File: config.mk
export PLATFORM = sky130hd
export DESIGN_NAME = restador_serie_param
export DESIGN_NICKNAME = d
export VERILOG_FILES = /design/src/rtl/restador_serie_param.sv
export SDC_FILE = /design/constraint.sdc
export NUM_CORES = 1
export LEC_CHECK = 0
export CORE_MARGIN = 4
export CORE_UTILIZATION = 55
export DETAILED_ROUTE_END_ITERATION = 8
export GPL_TIMING_DRIVEN = 0
export PLACE_DENSITY = 0.9
export SLEW_MARGIN = 10
export SYNTH_ARGS = -nofsm -noshare
export SYNTH_HDL_FRONTEND = slang
export SYNTH_SLANG_ARGS = --single-unit
export TNS_END_PERCENT = 1
File: constraint.sdc
create_clock -name clk -period 3.7 [get_ports clk]
set_clock_uncertainty 0.2 [all_clocks]
set_input_delay 0.74 -clock clk [delete_from_list [all_inputs] [get_ports clk]]
set_output_delay 0.74 -clock clk [all_outputs]
set_load 0.01 [all_outputs]
File: src/rtl/restador_serie_param.sv
// Bit-serial WIDTH-bit subtractor R = X - Y - BI, LSB first, one full-subtractor cell per clock.
// Optional signed-overflow output OV is built when RESTADOR_OVF_EN is defined.
module restador_serie_param #(
  parameter int WIDTH = 8
) (
  input  logic             clk,
  input  logic             rst,
  input  logic             start,
  input  logic [WIDTH-1:0] X,
  input  logic [WIDTH-1:0] Y,
  input  logic             BI,
  output logic [WIDTH-1:0] R,
  output logic             AN,
  output logic             busy,
  output logic             done,
`ifdef RESTADOR_OVF_EN
  output logic             OV,
`endif
  output logic [1:0]       fsm_state
);

  localparam logic [1:0] IDLE  = 2'd0;
  localparam logic [1:0] SHIFT = 2'd1;
  localparam logic [1:0] DONE  = 2'd2;

  localparam int CW = (WIDTH > 1) ? $clog2(WIDTH) : 1;
  localparam logic [CW-1:0] LAST = CW'(WIDTH - 1);

  // Handshake: start is accepted on a rising edge while state is IDLE or DONE;
  // done is a one-cycle pulse in DONE, busy is high throughout SHIFT.
  logic [1:0]       state;
  logic [WIDTH-1:0] sx, sy, sr;
  logic             b;
  logic [CW-1:0]    count;
  logic             d, b_next;
  logic [WIDTH-1:0] sr_next;
`ifdef RESTADOR_OVF_EN
  logic             x_msb, y_msb;
`endif

  always_comb begin
    d       = sx[0] ^ sy[0] ^ b;
    b_next  = (~sx[0] & sy[0]) | (~(sx[0] ^ sy[0]) & b);
    sr_next = {d, sr[WIDTH-1:1]};
  end

  assign busy      = (state == SHIFT);
  assign done      = (state == DONE);
  assign fsm_state = state;

  always_ff @(posedge clk or posedge rst) begin
    if (rst) begin
      state <= IDLE;
      sx    <= '0;
      sy    <= '0;
      sr    <= '0;
      b     <= 1'b0;
      count <= '0;
      R     <= '0;
      AN    <= 1'b0;
`ifdef RESTADOR_OVF_EN
      x_msb <= 1'b0;
      y_msb <= 1'b0;
      OV    <= 1'b0;
`endif
    end else begin
      case (state)
        IDLE, DONE: begin
          if (start) begin
            sx    <= X;
            sy    <= Y;
            b     <= BI;
            sr    <= '0;
            count <= '0;
`ifdef RESTADOR_OVF_EN
            x_msb <= X[WIDTH-1];
            y_msb <= Y[WIDTH-1];
`endif
            state <= SHIFT;
          end else begin
            state <= IDLE;
          end
        end
        SHIFT: begin
          sx    <= sx >> 1;
          sy    <= sy >> 1;
          b     <= b_next;
          sr    <= sr_next;
          count <= count + 1'b1;
          // The last bit is folded straight into R so intermediate sr is never exposed.
          if (count == LAST) begin
            R     <= sr_next;
            AN    <= b_next;
            count <= '0;
`ifdef RESTADOR_OVF_EN
            OV    <= (x_msb != y_msb) && (sr_next[WIDTH-1] != x_msb);
`endif
            state <= DONE;
          end
        end
        default: state <= IDLE;
      endcase
    end
  end

endmodule

==> results by group, run 1 <==
Outcome
  – Status: finished, final reports clean

Setup path
  – Critical R2R Launch: count[0]
  – WP data required: around 2.8 ns
  – R2R setup slack: roughly 1.9 ns
  – R2R depth: 5
  – CP Max Fanout: 10
  – Crit Reg-Reg Endpoint: R[6]
  – Crit end category: primary output
  – Worst Path Arrival: about 2 ns
  – Setup CP Type: flip-flop to primary output
  – Critical Path Start Type: flip-flop

Power
  – Leakage power: between 1 and 1.5 nW
  – Max IR drop VDD: between 0.3 and 0.4 mV
  – Pwr/cell area: about 810 mW/mm^2

Detailed routing
  – Vias after detailed routing: roughly 1300
  – Post-DR wirelength/cell: about 15 um
  – Avg Vias per Cell: between 5 and 6
  – Final wirelength: about 3.7 mm
  – DRC viols: 0
  – DR iter-0 viols: about 120
  – Pre-antenna DRT Iters: 4
  – Routed Antenna Nets: 0

Timing
  – Final Max Tran Viols: 0
  – Max Fclk: roughly 340 MHz
  – Worst-Margin Slew: around 0.77 ns
  – Final period util: about 79%
  – Hold Violations, Final: 0
  – Unrepaired setup endpoints after global routing: no
  – Setup violations, final: 0
  – Slew margin rel.: about 49%
  – TNS Setup: 0 ns
  – Crit path time final: roughly 2.9 ns

Clock tree
  – Worst-path clk slew: roughly 0.11 ns
  – CTS Hold Bufs: 0
  – CTS HTree Levels: 2
  – Clk sink count: 38
  – Clk Latency, worst-skew pair: 0.35 ns
  – CTS tree: done
  – Post-CTS sizing: 0
  – Root buffer cell: clkbuf_4
  – Post-CTS Setup Inserts: 0
  – CTS Buf Count: 5
  – Max clock buf depth: 2

Logic synthesis
  – Compound-Gate Fraction of Synth Area: between 10% and 20%
  – Synth area leader: dfrtp_1
  – FFs w/ async S/R, synth: 100%
  – Combinational family with the most area after synthesis: compound AO/OA/AOI/OAI gates
  – Synth cell types: 27
  – Synth top area cells: dfrtp_1 (52%), mux2_4 (5.7%), mux2_2 (4.3%)
  – Syn. warnings: 0
  – Synth Area in XOR/XNOR: 0%
  – Mean Syn Cell Area: 11.8 um^2
  – Post-synthesis mux area share: 13.2%
  – Adder-Cell Fraction of Synth Area: about 2.4%
  – Post-Synth Simple-Gate Area: 12.9%
  – Yosys top cell area share: 51.6%
  – Main synth FF type: dfrtp_1
  – Number of flops mapped to enable cells by yosys: 0
  – Post-Synthesis Cells: about 160
  – Mapped Nets: 179
  – Post-Syn Area: 0.00184 mm^2
  – Number of synthesized register bits: 38
  – Sequential cell area fraction in the yosys report: just over 50%

Placed design
  – Detail Placement HPWL: about 2.6 mm
  – Placed insts: about 230
  – GP Congestion: 0.758
  – PortBufs: 32

Floorplan
  – Die ar.: roughly 0.0043 mm^2
  – Die Span Y: approximately 66 um
  – Cell Rows: 20
  – Initial core utilization: between 50% and 60%
  – Core Area: roughly 0.0031 mm^2
  – Die boundary width: roughly 66 um
  – IO Pins: 33

Cells and area
  – Area growth, synth to finish: 23.6%
  – Share of cells above drive strength 1: about a fifth
  – Final nets: between 200 and 250
  – Diode count: 0
  – Final core occ: 72.9%
  – Final Non-Filler Cells: 240
  – Fill cells: approximately 210
  – Multi-input logic area: 772 um^2
  – Sequential Area: 951 um^2

Hold path
  – Worst Hold Launch: AN
  – Hold Path Sink: AN
  – Worst min path class: flip-flop to flip-flop
  – Hold path depth: 2

Global routing
  – Largest net degree at the start of global routing: 39
  – Congestion Overflow GR: 0
  – Initial antenna violation count: 0
  – Gr usage total: 20.0%
  – Vias in the first global route: around 1400
  – Global-route wire length before repair: around 6.5 mm

Flow run
  – Max-cap violations: 0
==> metrics by stage <==
| stage | cell area [um^2] | hold slack (ns) | setup WS (ns) | total power (W) |
|---|---|---|---|---|
| global placement | 2220 | 0.265 | 1.17 | 0.00157 |
| floorplan | 1840 | 0.267 | 1.73 | 0.00134 |
| global route | 2280 | 0.345 | 0.694 | 0.00199 |
| CTS | 2280 | 0.311 | 0.768 | 0.00187 |
| finish | 2280 | 0.305 | 0.787 | 0.00185 |
| detailed placement | 2220 | 0.285 | 1.19 | 0.00163 |
==> final cells by class <==
class | count | area share, %
Buffer | 12 | 4.28
Clock buffer | 7 | 2.41
Clock inverter | 1 | 0.220
Inverter | 5 | 1.04
Multi-Input combinational cell | 101 | 33.9
Sequential cell | 38 | 41.7
Tap cell | 44 | 2.41
Timing Repair Buffer | 32 | 14.1
==> Yosys cell counts, types with 2 or more instances <==
master,count
mux2_2,7
mux2_4,7
inv_1,4
nand2b_1,6
a21oi_1,6
nand2_1,6
nor2_1,11
buf_6,4
nor3_1,8
dfrtp_1,38
buf_2,6
ha_1,2
o21ai_0,7
a22o_1,8
mux2i_1,6
nor2b_1,7
o22ai_1,8
a211oi_1,6
==> per-layer routing <==
metal,share of wire (%),vias up,GRT usage (%),wire length [um]
li1,-,624,-,-
met1,42,646,24.2,1570
met2,51,35,32.8,1890
met3,4.7,7,5.44,173
met4,2.2,0,9.33,82
met5,0,-,0,0
==> cell usage in the layout, fill, tap and decap left out <==
master / synthesis / routed
dfrtp_1: 38 / 38
clkdlybuf4s50_1: 0 / 32
nor2_1: 11 / 11
o22ai_1: 8 / 8
nor3_1: 8 / 8
a22o_1: 8 / 8
o21ai_0: 7 / 7
mux2_4: 7 / 7
nor2b_1: 7 / 7
mux2_2: 7 / 7
nand2b_1: 6 / 6
buf_2: 6 / 6
nand2_1: 6 / 6
mux2i_1: 6 / 6
a211oi_1: 6 / 6
a21oi_1: 6 / 6
clkbuf_4: 0 / 5
buf_6: 4 / 4
inv_1: 4 / 3
ha_1: 2 / 2
buf_4: 1 / 1
nand2b_4: 1 / 1
buf_8: 1 / 1
and2b_1: 1 / 1
inv_6: 1 / 1
nor2_4: 1 / 1
a221oi_2: 1 / 1
nand3b_4: 1 / 1
inv_2: 0 / 1
fa_1: 1 / 1
clkbuf_8: 0 / 1
clkbuf_1: 0 / 1
clkinv_2: 0 / 1
==> power by group <==
part	leakage, nW	switching, W	internal [W]	total (W)
clock	0.0353	0.000137	0.0000921	0.000229
sequential	0.463	0.000139	0.000612	0.000751
combinational	0.513	0.000386	0.000489	0.000875
total	1.01	0.000662	0.00119	0.00185
==> critical path, cell delays in order, from the launching register on <==
cell and delay (ns):
dfrtp_1 0.40, buf_4 0.17, nand2b_4 0.15, buf_8 0.14, inv_6 0.08, buf_6 0.14, clkdlybuf4s50_1 0.54
==> worst max-delay path by stage <==
stage	startpoint	end	slack, ns	cells past startpoint
finish	fsm_state[1]	busy	0.79	6
global route	fsm_state[1]	busy	0.69	6
CTS	fsm_state[1]	busy	0.77	6
detailed placement	fsm_state[1]	busy	1.19	6
global placement	rst	sy[4]	1.17	2
floorplan	fsm_state[1]	busy	1.73	5
==> sequential cells by signal, indices dropped and copies added, names as in the netlist <==
signal,cells
R,8
sx,8
fsm_state,2
sy,8
count,3
b,1
sr,7
AN,1
==> kinds of logic after synthesis <==
family	after synthesis
DFF	38
adders and majority gates	3
and+or+nand+nor	42
AOI/OAI and AO/OA	36
buffers and inverters	17
muxes	20
Power figures use the tool's default switching activity.
==> run 2, diff against run 1 <==
--- a/config.mk
+++ b/config.mk
@@ -6,10 +6,10 @@
 export NUM_CORES = 1
 export LEC_CHECK = 0
 export CORE_MARGIN = 4
-export CORE_UTILIZATION = 55
+export CORE_UTILIZATION = 52
 export DETAILED_ROUTE_END_ITERATION = 8
 export GPL_TIMING_DRIVEN = 0
-export PLACE_DENSITY = 0.9
+export PLACE_DENSITY = 0.86
 export SLEW_MARGIN = 10
 export SYNTH_ARGS = -nofsm -noshare
 export SYNTH_HDL_FRONTEND = slang
==> constraint.sdc (replaced) <==
create_clock -name clk -period 2.7 [get_ports clk]
set_clock_uncertainty 0.2 [all_clocks]
set_input_delay 0.54 -clock clk [delete_from_list [all_inputs] [get_ports clk]]
set_output_delay 0.54 -clock clk [all_outputs]
set_load 0.01 [all_outputs]
==> run 2 against run 1 <==
Sequential share of layout area shrank 0.091 points. Design area grew 0.22%. Sequential power grew 36%. Worst setup slack lost 0.64 ns. Final cell count grew 0.83%. Register-to-register slack lost 0.99 ns. Total power grew 36%. Core utilization shrank 5.5 points. Global-route usage shrank 2.5 points. Via count shrank 0.46%. First-iteration DRC count shrank 51%.
==> results by group, run 2 (same netlist as run 1, synthesis figures left out) <==
Setup path
  – Setup CP Type: flip-flop to primary output
  – Worst path slowest cell: clkdlybuf4s50_1
  – Critical path, cell by cell: buf_6, buf_2, nor2b_1, clkdlybuf4s50_1
  – R2R setup slack: 0.95 ns (-0.99 ns)
  – Worst Path Arrival: 1.82 ns (-0.15 ns)
  – Critical R2R Launch: count[0]
  – Crit end category: primary output
  – Crit Reg-Reg Endpoint: R[5]
  – CP Max Fanout: 10 (unchanged)
  – Critical Path Start Type: flip-flop
  – CP peak stage delay: 0.55 ns (about the same)
  – R2R depth: 5 (unchanged)
  – WP data required: 1.96 ns (-0.80 ns)

Cells and area
  – Most common cell after layout, fill and taps aside: dfrtp_1
  – Commonest cells after routing, fill and taps aside: dfrtp_1 (38), clkdlybuf4s50_1 (31), nor2_1 (11)
  – Final nets: 218 (unchanged)
  – Area growth, synth to finish: 23.9%
  – Diode count: 0 (unchanged)
  – Share of cells above drive strength 1: 19.9% (unchanged)
  – Top Registers: R: 8 flops, sx: 8 flops, sy: 8 flops

Placed design
  – PortBufs: 32 (unchanged)
  – GP Congestion: 0.790 (+4.2%)
  – Detail Placement HPWL: 2.63 mm (-0.21%)
  – Setup Slack @ Placement: 0.393 ns (-0.793 ns)

Clock tree
  – Worst-path clk slew: 0.12 ns (about the same)
  – CTS tree: done
  – CTS Hold Bufs: 0 (unchanged)
  – Post-CTS Setup Inserts: 0 (unchanged)
  – Root buffer cell: clkbuf_4
  – CTS Buf Count: 5 (unchanged)
  – Clk Latency, worst-skew pair: 0.34 ns (about the same)
  – Post-CTS sizing: 0 (unchanged)
  – Clk sink count: 38 (unchanged)
  – Max clock buf depth: 2 (unchanged)
  – CTS HTree Levels: 2 (unchanged)

Floorplan
  – Die boundary width: 67.6 um (+2.5%)
  – Core Area: 0.00339 mm^2 (+8.4%)
  – IO Pins: 33 (unchanged)
  – Initial core utilization: 54.4% (-4.5 points)
  – Die ar.: 0.00456 mm^2 (+5.1%)
  – Die Span Y: 67.6 um (+2.5%)
  – Cell Rows: 21 (+5.0%)

Detailed routing
  – DR iter-0 viols: 57 (-51%)
  – Vias after detailed routing: 1306 (-0.46%)
  – Routed Antenna Nets: 0 (unchanged)
  – Final wirelength: 3.48 mm (-6.4%)
  – Pre-antenna DRT Iters: 4 (unchanged)
  – Post-DR wirelength/cell: 14.4 um (-7.2%)
  – DRC viols: 0 (unchanged)
  – Avg Vias per Cell: 5.40 (-1.3%)

Timing
  – Unrepaired setup endpoints after global routing: no
  – Max Fclk: between 300 and 400 MHz
  – Slew margin rel.: 49.3% (+0.72 points)
  – Hold_ws: 0.311 ns (+0.00638 ns)
  – Worst-Margin Slew: 0.759 ns (-0.0108 ns)
  – Final Max Tran Viols: 0 (unchanged)
  – Setup WS post-layout: 0.144 ns (-0.643 ns)
  – Setup violations, final: 0 (unchanged)
  – Crit path time final: about 2.6 ns
  – Final period util: around 95%
  – Hold Violations, Final: 0 (unchanged)
  – TNS Setup: 0 ns (unchanged)

Global routing
  – Vias in the first global route: 1321 (-7.5%)
  – Largest net degree at the start of global routing: 39 (unchanged)
  – Global-route wire length before repair: 5.93 mm (-8.8%)
  – Gr usage total: 17.5% (-2.5 points)
  – Congestion Overflow GR: 0 (unchanged)
  – Initial antenna violation count: 0 (unchanged)

Hold path
  – Worst Hold Launch: AN
  – Hold path depth: 2 (unchanged)
  – Hold Path Sink: AN
  – Worst min path class: flip-flop to flip-flop

Power
  – Max IR drop VDD: 0.492 mV (+24%)
  – Pwr/cell area: 1100 mW/mm^2 (+35%)
  – Leakage power: 1.02 nW (+0.56%)

Flow run
  – Max-cap violations: 0 (unchanged)

Outcome
  – Status: finished, final reports clean
run 2: worst max path at each step:
stage / from / to / slack [ns]
after detailed placement: fsm_state[1] / busy / 0.39
after global routing: fsm_state[0] / done / 0.006
after global placement: rst / sy[4] / 0.36
after CTS: fsm_state[1] / busy / 0.01
final: fsm_state[0] / done / 0.14
after floorplan: fsm_state[1] / busy / 0.93
run 2: worst max-delay path, delay by kind of cell (launching register included):
kind                   cells  cell delay, ns
DFF                        1            0.46
buffers and inverters      3            0.90
and+or+nand+nor            1            0.12
run 2: cell type report:
class	instances	area, um^2
fill	242	1100
sequential	38	951
multi-input combinational	101	772
timing repair buffer	32	323
buffer	12	97.6
tap	46	57.6
clock buffer	7	55.1
inverter	5	23.8
clock inverter	1	5.00
run 2: per-stage QoR:
step,instances,power [W],instance area [um^2],utilization [%]
floorplan,156,0.00184,1840,-
detailed placement,234,0.00224,2220,65.6
finish,242,0.00251,2280,67.4
global route,242,0.00272,2280,67.4
CTS,242,0.00253,2280,67.3
global placement,234,0.00215,2220,65.6
run 2: power by group:
group | switching (W) | internal [W] | total (W)
combinational | 0.000518 | 0.000667 | 0.00118
clock | 0.000180 | 0.000126 | 0.000307
sequential | 0.000184 | 0.000838 | 0.00102
total | 0.000883 | 0.00163 | 0.00251
run 2: metal layers:
metal  vias to the layer above  track usage [%]  wire (um)  share of wire [%]
met2                        27             30.3       1830                 53
met1                       644             21.9       1480                 43
li1                        631                -          -                  -
met4                         0             3.80         36                1.0
met5                         -                0          0                  0
met3                         4             4.49        130                3.7
==> run 3, diff against run 2 <==
--- a/config.mk
+++ b/config.mk
@@ -9,6 +9,7 @@
 export CORE_UTILIZATION = 52
 export DETAILED_ROUTE_END_ITERATION = 8
 export GPL_TIMING_DRIVEN = 0
+export HOLD_SLACK_MARGIN = 0.08
 export PLACE_DENSITY = 0.86
 export SLEW_MARGIN = 10
 export SYNTH_ARGS = -nofsm -noshare
==> results of run 3 <==
Final layout, timing and power as in run 2 (identical DEF).
